**src/rtl/maxnet_sched_pkg.sv**
```systemverilog
// -----------------------------------------------------------------------------
// maxnet_sched_pkg
// Shared types for the MaxNet job scheduler:
//   - state_t  : sequencer states (IDLE, LOAD, ACT, MULT, ADD, CHECK, DONE)
//   - STATE_W  : state encoding width
//   - strobe_t : bundle of datapath write strobes plus the activation source select
//   - decode_strobes() : Moore decode of the strobe bundle from the current state
// -----------------------------------------------------------------------------
package maxnet_sched_pkg;

   localparam int STATE_W = 3;

   typedef enum logic [STATE_W-1:0] {
      ST_IDLE  = 3'd0,
      ST_LOAD  = 3'd1,
      ST_ACT   = 3'd2,
      ST_MULT  = 3'd3,
      ST_ADD   = 3'd4,
      ST_CHECK = 3'd5,
      ST_DONE  = 3'd6
   } state_t;

   typedef struct packed {
      logic mainRegWrite;
      logic actWrite;
      logic multWrite;
      logic addWrite;
      logic act_sel;
   } strobe_t;

   // first_iter is true while no iteration of the current job has completed;
   // the activation stage then reads the main register instead of the adder.
   function automatic strobe_t decode_strobes(input state_t st, input logic first_iter);
      strobe_t s;
      s = '0;
      case (st)
         ST_LOAD: s.mainRegWrite = 1'b1;
         ST_ACT: begin
            s.actWrite = 1'b1;
            s.act_sel  = ~first_iter;
         end
         ST_MULT: s.multWrite = 1'b1;
         ST_ADD:  s.addWrite  = 1'b1;
         default: s = '0;
      endcase
      return s;
   endfunction

endpackage

```
**src/rtl/maxnet_rr_arbiter.sv**
```systemverilog
// -----------------------------------------------------------------------------
// maxnet_rr_arbiter
// Combinational round-robin arbiter. Picks the first set request bit after
// last_grant, wrapping around, so the most recent owner has lowest priority.
// Ports:
//   req        in  NUM_REQ  request vector
//   last_grant in  ID_W     index of the previously served requester
//   grant      out ID_W     index of the winning requester (0 when none)
//   any_req    out 1        at least one request bit set
// -----------------------------------------------------------------------------
module maxnet_rr_arbiter #(
   parameter int NUM_REQ = 4,
   parameter int ID_W    = $clog2(NUM_REQ)
) (
   input  logic [NUM_REQ-1:0] req,
   input  logic [ID_W-1:0]    last_grant,
   output logic [ID_W-1:0]    grant,
   output logic               any_req
);

   int unsigned      pos;
   logic [ID_W-1:0]  idx;

   // NOTE: every variable assigned in this block receives a default first, so
   // no path leaves it unassigned and no latch is inferred.
   always_comb begin
      grant   = '0;
      any_req = |req;
      pos     = 0;
      idx     = '0;
      // Walk from the farthest offset to the nearest; the last hit wins,
      // which leaves the nearest set bit after last_grant as the grant.
      for (int off = NUM_REQ; off >= 1; off--) begin
         pos = (int'(unsigned'(last_grant)) + off) % NUM_REQ;
         idx = pos[ID_W-1:0];
         if (req[idx]) grant = idx;
      end
   end

endmodule

```
**src/rtl/maxnet_job_scheduler.sv**
```systemverilog
// -----------------------------------------------------------------------------
// maxnet_job_scheduler
// Round-robin job scheduler and sequencer for the shared MaxNet datapath.
// Grants one requester at a time, loads its input vector, then loops
// ACT -> MULT -> ADD -> CHECK until the datapath reports found (or, when
// MAXNET_SCHED_TIMEOUT_EN is defined, the iteration limit is reached), then
// acknowledges the requester for one cycle and returns to IDLE.
//
// Configuration macro: MAXNET_SCHED_TIMEOUT_EN
//   defined   : job ends after MAX_ITER iterations without found; timeout valid
//   undefined : loop runs until found; timeout tied 0; iter_count saturates
//
// Ports:
//   clk          in   1        system clock, rising edge
//   rst          in   1        synchronous active-high reset
//   req          in   NUM_REQ  per-requester level request, held until ack
//   found        in   1        datapath winner-found flag, sampled in CHECK
//   mainRegWrite out  1        load main register
//   actWrite     out  1        write activation register
//   multWrite    out  1        write multiplier register
//   addWrite     out  1        write adder register
//   act_sel      out  1        0 = activation from main register, 1 = feedback
//   grant_id     out  ID_W     current / last owner index
//   busy         out  1        job in progress (LOAD through DONE)
//   ack          out  NUM_REQ  one-hot one-cycle completion pulse
//   timeout      out  1        valid with ack; job hit the iteration limit
//   iter_count   out  ITER_W   completed iterations of current / last job
// -----------------------------------------------------------------------------
module maxnet_job_scheduler
   import maxnet_sched_pkg::*;
#(
   parameter int NUM_REQ  = 4,
   parameter int MAX_ITER = 15,
   parameter int ITER_W   = 4
) (
   input  logic                       clk,
   input  logic                       rst,
   input  logic [NUM_REQ-1:0]         req,
   input  logic                       found,
   output logic                       mainRegWrite,
   output logic                       actWrite,
   output logic                       multWrite,
   output logic                       addWrite,
   output logic                       act_sel,
   output logic [$clog2(NUM_REQ)-1:0] grant_id,
   output logic                       busy,
   output logic [NUM_REQ-1:0]         ack,
   output logic                       timeout,
   output logic [ITER_W-1:0]          iter_count
);

   localparam int ID_W = $clog2(NUM_REQ);

   // Reject configurations the counters cannot represent.
   if (NUM_REQ < 2 || NUM_REQ > 8 || MAX_ITER < 1 || MAX_ITER >= (1 << ITER_W)) begin : g_cfg_check
      $error("maxnet_job_scheduler: unsupported NUM_REQ/MAX_ITER/ITER_W combination");
   end

   state_t           state, state_nxt;
   strobe_t          strobes;
   logic [ID_W-1:0]  last_grant;
   logic [ID_W-1:0]  arb_grant;
   logic             any_req;
   logic [ITER_W-1:0] iter_next;
   logic             limit_hit;

   maxnet_rr_arbiter #(
      .NUM_REQ (NUM_REQ),
      .ID_W    (ID_W)
   ) u_arb (
      .req        (req),
      .last_grant (last_grant),
      .grant      (arb_grant),
      .any_req    (any_req)
   );

`ifdef MAXNET_SCHED_TIMEOUT_EN
   logic timeout_q;

   assign iter_next = iter_count + 1'b1;
   assign limit_hit = (iter_next == ITER_W'(MAX_ITER));
   assign timeout   = timeout_q;

   always_ff @(posedge clk) begin
      if (rst) begin
         timeout_q <= 1'b0;
      end else if (state == ST_LOAD) begin
         timeout_q <= 1'b0;
      end else if (state == ST_CHECK) begin
         // found wins over the limit when both occur in the same CHECK.
         timeout_q <= limit_hit & ~found;
      end
   end
`else
   // Without a limit the counter only reports progress; hold at all-ones
   // rather than wrapping so a long job never looks like a fresh one.
   assign iter_next = (&iter_count) ? iter_count : iter_count + 1'b1;
   assign limit_hit = 1'b0;
   assign timeout   = 1'b0;
`endif

   // NOTE: sequential state uses non-blocking assignments so every register
   // samples pre-edge values and simulation matches the synthesized flops.
   always_ff @(posedge clk) begin
      if (rst) state <= ST_IDLE;
      else     state <= state_nxt;
   end

   // Owner, fairness pointer and iteration counter. grant_id and iter_count
   // are only updated on grant/LOAD/CHECK, so they hold through IDLE.
   always_ff @(posedge clk) begin
      if (rst) begin
         grant_id   <= '0;
         last_grant <= ID_W'(NUM_REQ - 1);
         iter_count <= '0;
      end else begin
         case (state)
            ST_IDLE:  if (any_req) grant_id <= arb_grant;
            ST_LOAD:  iter_count <= '0;
            ST_CHECK: iter_count <= iter_next;
            ST_DONE:  last_grant <= grant_id;
            default: ;
         endcase
      end
   end

   always_comb begin
      state_nxt = state;
      strobes   = decode_strobes(state, iter_count == '0);
      busy      = (state != ST_IDLE);
      ack       = '0;
      case (state)
         ST_IDLE:  if (any_req) state_nxt = ST_LOAD;
         ST_LOAD:  state_nxt = ST_ACT;
         ST_ACT:   state_nxt = ST_MULT;
         ST_MULT:  state_nxt = ST_ADD;
         ST_ADD:   state_nxt = ST_CHECK;
         ST_CHECK: state_nxt = (found || limit_hit) ? ST_DONE : ST_ACT;
         ST_DONE: begin
            ack[grant_id] = 1'b1;
            state_nxt     = ST_IDLE;
         end
         default:  state_nxt = ST_IDLE;
      endcase
   end

   assign mainRegWrite = strobes.mainRegWrite;
   assign actWrite     = strobes.actWrite;
   assign multWrite    = strobes.multWrite;
   assign addWrite     = strobes.addWrite;
   assign act_sel      = strobes.act_sel;

endmodule
```
**config.mk**
```make
export PLATFORM = sky130hd
export DESIGN_NAME = maxnet_job_scheduler
export DESIGN_NICKNAME = d
export VERILOG_FILES = /design/src/rtl/maxnet_sched_pkg.sv /design/src/rtl/maxnet_rr_arbiter.sv /design/src/rtl/maxnet_job_scheduler.sv
export SDC_FILE = /design/constraint.sdc
export NUM_CORES = 1
export LEC_CHECK = 0
export CORE_ASPECT_RATIO = 1.2
export CORE_MARGIN = 10
export CORE_UTILIZATION = 38
export DETAILED_ROUTE_END_ITERATION = 8
export PLACE_DENSITY_LB_ADDON = 0.15
export REMOVE_ABC_BUFFERS = 1
export SLEW_MARGIN = 40
export SYNTH_ARGS = -nofsm -noshare
export SYNTH_HDL_FRONTEND = slang
export SYNTH_SLANG_ARGS = --single-unit
```
**constraint.sdc**
```tcl
create_clock -name clk -period 1.2 [get_ports clk]
set_input_delay 0.36 -clock clk [delete_from_list [all_inputs] [get_ports clk]]
set_output_delay 0.36 -clock clk [all_outputs]
set_load 0.05 [all_outputs]
```
==> run metrics <==
CP Launch Type=flop; clock buffer depth=2; Tcrit/Tclk final=143%; Post-Syn Area=669 um^2; number of synthesized register bits=11; routing usage on met1=15.8%; crit path max fanout=4; PnR worst setup slack=-0.520 ns; Clk pin slew, worst setup/hold paths=0.08 ns; Comb power frac=between 40% and 50%; Clk Tree Root Cell=clkbuf_4; Int Pwr=0.764 mW; pin count of the biggest net entering global routing=7; RSZ-0062 raised after global routing=yes; Sw Ratio=34.5%; io pins=24; gpl congestion=0.846; TritonCTS clock tree=done; drt total wl=roughly 3600 um; Most Used Layer, Global Route=met2; number of vias per cell=between 5 and 6; Pre-antenna DRT Iters=4; ANT cells=0; vias in the first global route=971; worst min-delay path class=in2reg; met2 GRT Util=between 20 and 30%; CTS Sinks=11; Num CTS Buffers=3; crit path kind=reg2out; antenna-violating nets left=0; Starting DRT DRC Count=36; routing usage on met3=a little under 5%; Nets=153; post-detail-place hpwl=1740 um; Area Growth Syn to Fin=136%; site row count=16; initial antenna violation count=0; CP required=0.84 ns; switching power=approximately 0.40 mW; highest clock rate=between 500 and 600 MHz; failing checks=setup timing; Setup-failing EPs final=25; Avg Cell Area, Syn=slightly above 8 um^2; DP Worst Slack=-0.503 ns; sequential area share after synthesis=32.9%; Vias=907; Tot Pwr=roughly 1.2 mW; die footprint=3850 um^2; die width=approximately 58 um; static leakage=0.674 nW; I/O Buffers=22; fin crit period=1.72 ns; DR WL/cell=22.3 um; Worst setup EP type=output pin; sequential power share=about a third; share of layout cells above drive strength 1=between 60% and 70%; clk_lat worst skew=0.27 ns; max-cap viol count=0; peak supply drop=639 uV; first-pass GRT wire length=4710 um; clock skew=0.00886 ns; htree depth=1; pwr dens=740 nW/um^2; Die Height=~66 um; gr ovfl total=0; Hold Violations, Final=0; placed cell areas=around 1300 um^2; Clock power frac=21.9%; cells after synthesis=just over 80; Initial Util=40.3%; yosys warns=0; run status=finished, violations left; core area=around 1700 um^2; GRT Total Usage=between 10% and 20%; Synth cell types=35; max-slew violations=0; FILL cells=45; Arr. time, crit path=approximately 1.4 ns; DRC viols=0; design area=around 1600 um^2
## layout by cell type (no fill, tap or decap), types with 2 or more instances in the layout
cell	instances
nor3_2	2
buf_12	16
mux2i_1	2
clkdlybuf4s50_1	2
nor3_4	3
nor3b_4	2
inv_2	2
o221ai_1	2
buf_2	2
nand2_1	3
nor2_1	8
inv_1	5
buf_6	13
nand3b_1	2
dfxtp_2	8
nor2b_4	2
a211o_1	3
dfxtp_1	2
a21oi_2	2
nand3_4	2
clkbuf_4	3
a21oi_1	2
buf_4	26
## cell families (layout without fill, tap and decap cells)
kind of cell    Yosys count  count (layout)  synth area share [%]
other cells               1               1                 0.560
fa+ha+maj                 2               2                  3.74
mux                       2               2                  2.99
buf+inv                  11              73                  7.85
simple gates             38              38                  34.2
xor+xnor                  1               1                  1.31
flops                    11              11                  32.9
compound gates           15              15                  16.5
## per-stage QoR
stage / hold slack [ns] / std cells / util, % / setup TNS, ns
floorplan: 0.422 / 77 / - / -11.37
global placement: 0.503 / 147 / 76.5 / -3.98
detailed placement: 0.516 / 147 / 76.5 / -4.26
CTS: 0.533 / 155 / 90.2 / -4.63
global route: 0.573 / 161 / 94.9 / -7.13
finish: 0.568 / 161 / 94.9 / -6.23
## timing repair
action / CTS / global route
setup endpoints to repair: 25 / 25
pin swaps: 13 / 10
hold buffers: 0 / 0
setup buffers: 7 / 8
resized for setup: 61 / 10
gates cloned: 0 / 0
## power groups by stage
| stage | clock network [mW] | registers [mW] | logic [mW] |
|---|---|---|---|
| after floorplan | 0 | 0.433 | 0.125 |
| after global placement | 0 | 0.399 | 0.369 |
| after detailed placement | 0 | 0.399 | 0.375 |
| after CTS | 0.249 | 0.397 | 0.451 |
| after global routing | 0.272 | 0.402 | 0.529 |
| final | 0.255 | 0.401 | 0.511 |
## worst max-delay path, stage by stage (launching register included)
cell and delay [ns]:
dfxtp_2 0.34, nor2b_4 0.22, nand2_4 0.09, nor3b_2 0.18
buf_4 0.15, buf_12 0.13
## layout make-up
class / instances / area (um^2) / area share [%]
Tap cell: 18 / 22.5 / 1.43
Sequential cell: 11 / 234 / 14.8
Multi-Input combinational cell: 59 / 542 / 34.4
Timing Repair Buffer: 62 / 726 / 46.0
Inverter: 7 / 26.3 / 1.67
Clock buffer: 4 / 26.3 / 1.67
## worst paths after layout
check | startpoint | to | slack [ns] | depth (start not counted)
setup / recovery | state[2]$_SDFFE_PP0P_ | ack[1] | -0.52 | 5
hold / removal | req[1] | grant_id[1]$_SDFFE_PP0P_ | 0.57 | 5
setup reg to reg | state[2]$_SDFFE_PP0P_ | iter_count[1]$_SDFFE_PP0P_ | -0.31 | 7
hold reg to reg | last_grant[0]$_SDFFE_PP1P_ | last_grant[0]$_SDFFE_PP1P_ | 0.58 | 1
## cells in the mapped netlist (all sizes together)
master   instances  share of area [%]
a2111oi          1                1.3
a211o            3                3.9
a21boi           1                1.1
a21o             1                1.1
a21oi            4                3.6
a31oi            1               0.94
and2             2                1.9
and2b            1                1.1
and3             2                1.9
buf              3                3.4
clkbuf           1               0.56
conb             1               0.56
dfxtp           11                 33
ha               2                3.7
inv              7                3.9
mux2i            2                3.0
nand2            4                2.2
nand2b           1               0.94
nand3            3                3.0
nand3b           2                2.2
nand4            1               0.94
nor2             8                4.5
nor2b            3                2.8
nor3             6                6.0
nor3b            3                4.1
o211ai           1                1.1
o21ai            1               0.75
o221ai           2                2.6
or2              1               0.94
or4              1                1.7
xor2             1                1.3
## registers in the layout (all words and copies together) (netlist names)
register,count
grant_id,2
state,3
iter_count,4
last_grant,2
## metal layers
metal	share of wire, %	vias to the layer above
li1	-	407
met1	36	426
met4	5.4	0
met2	53	54
met3	5.8	20
met5	0	-
(Power assumes the default switching activity.)
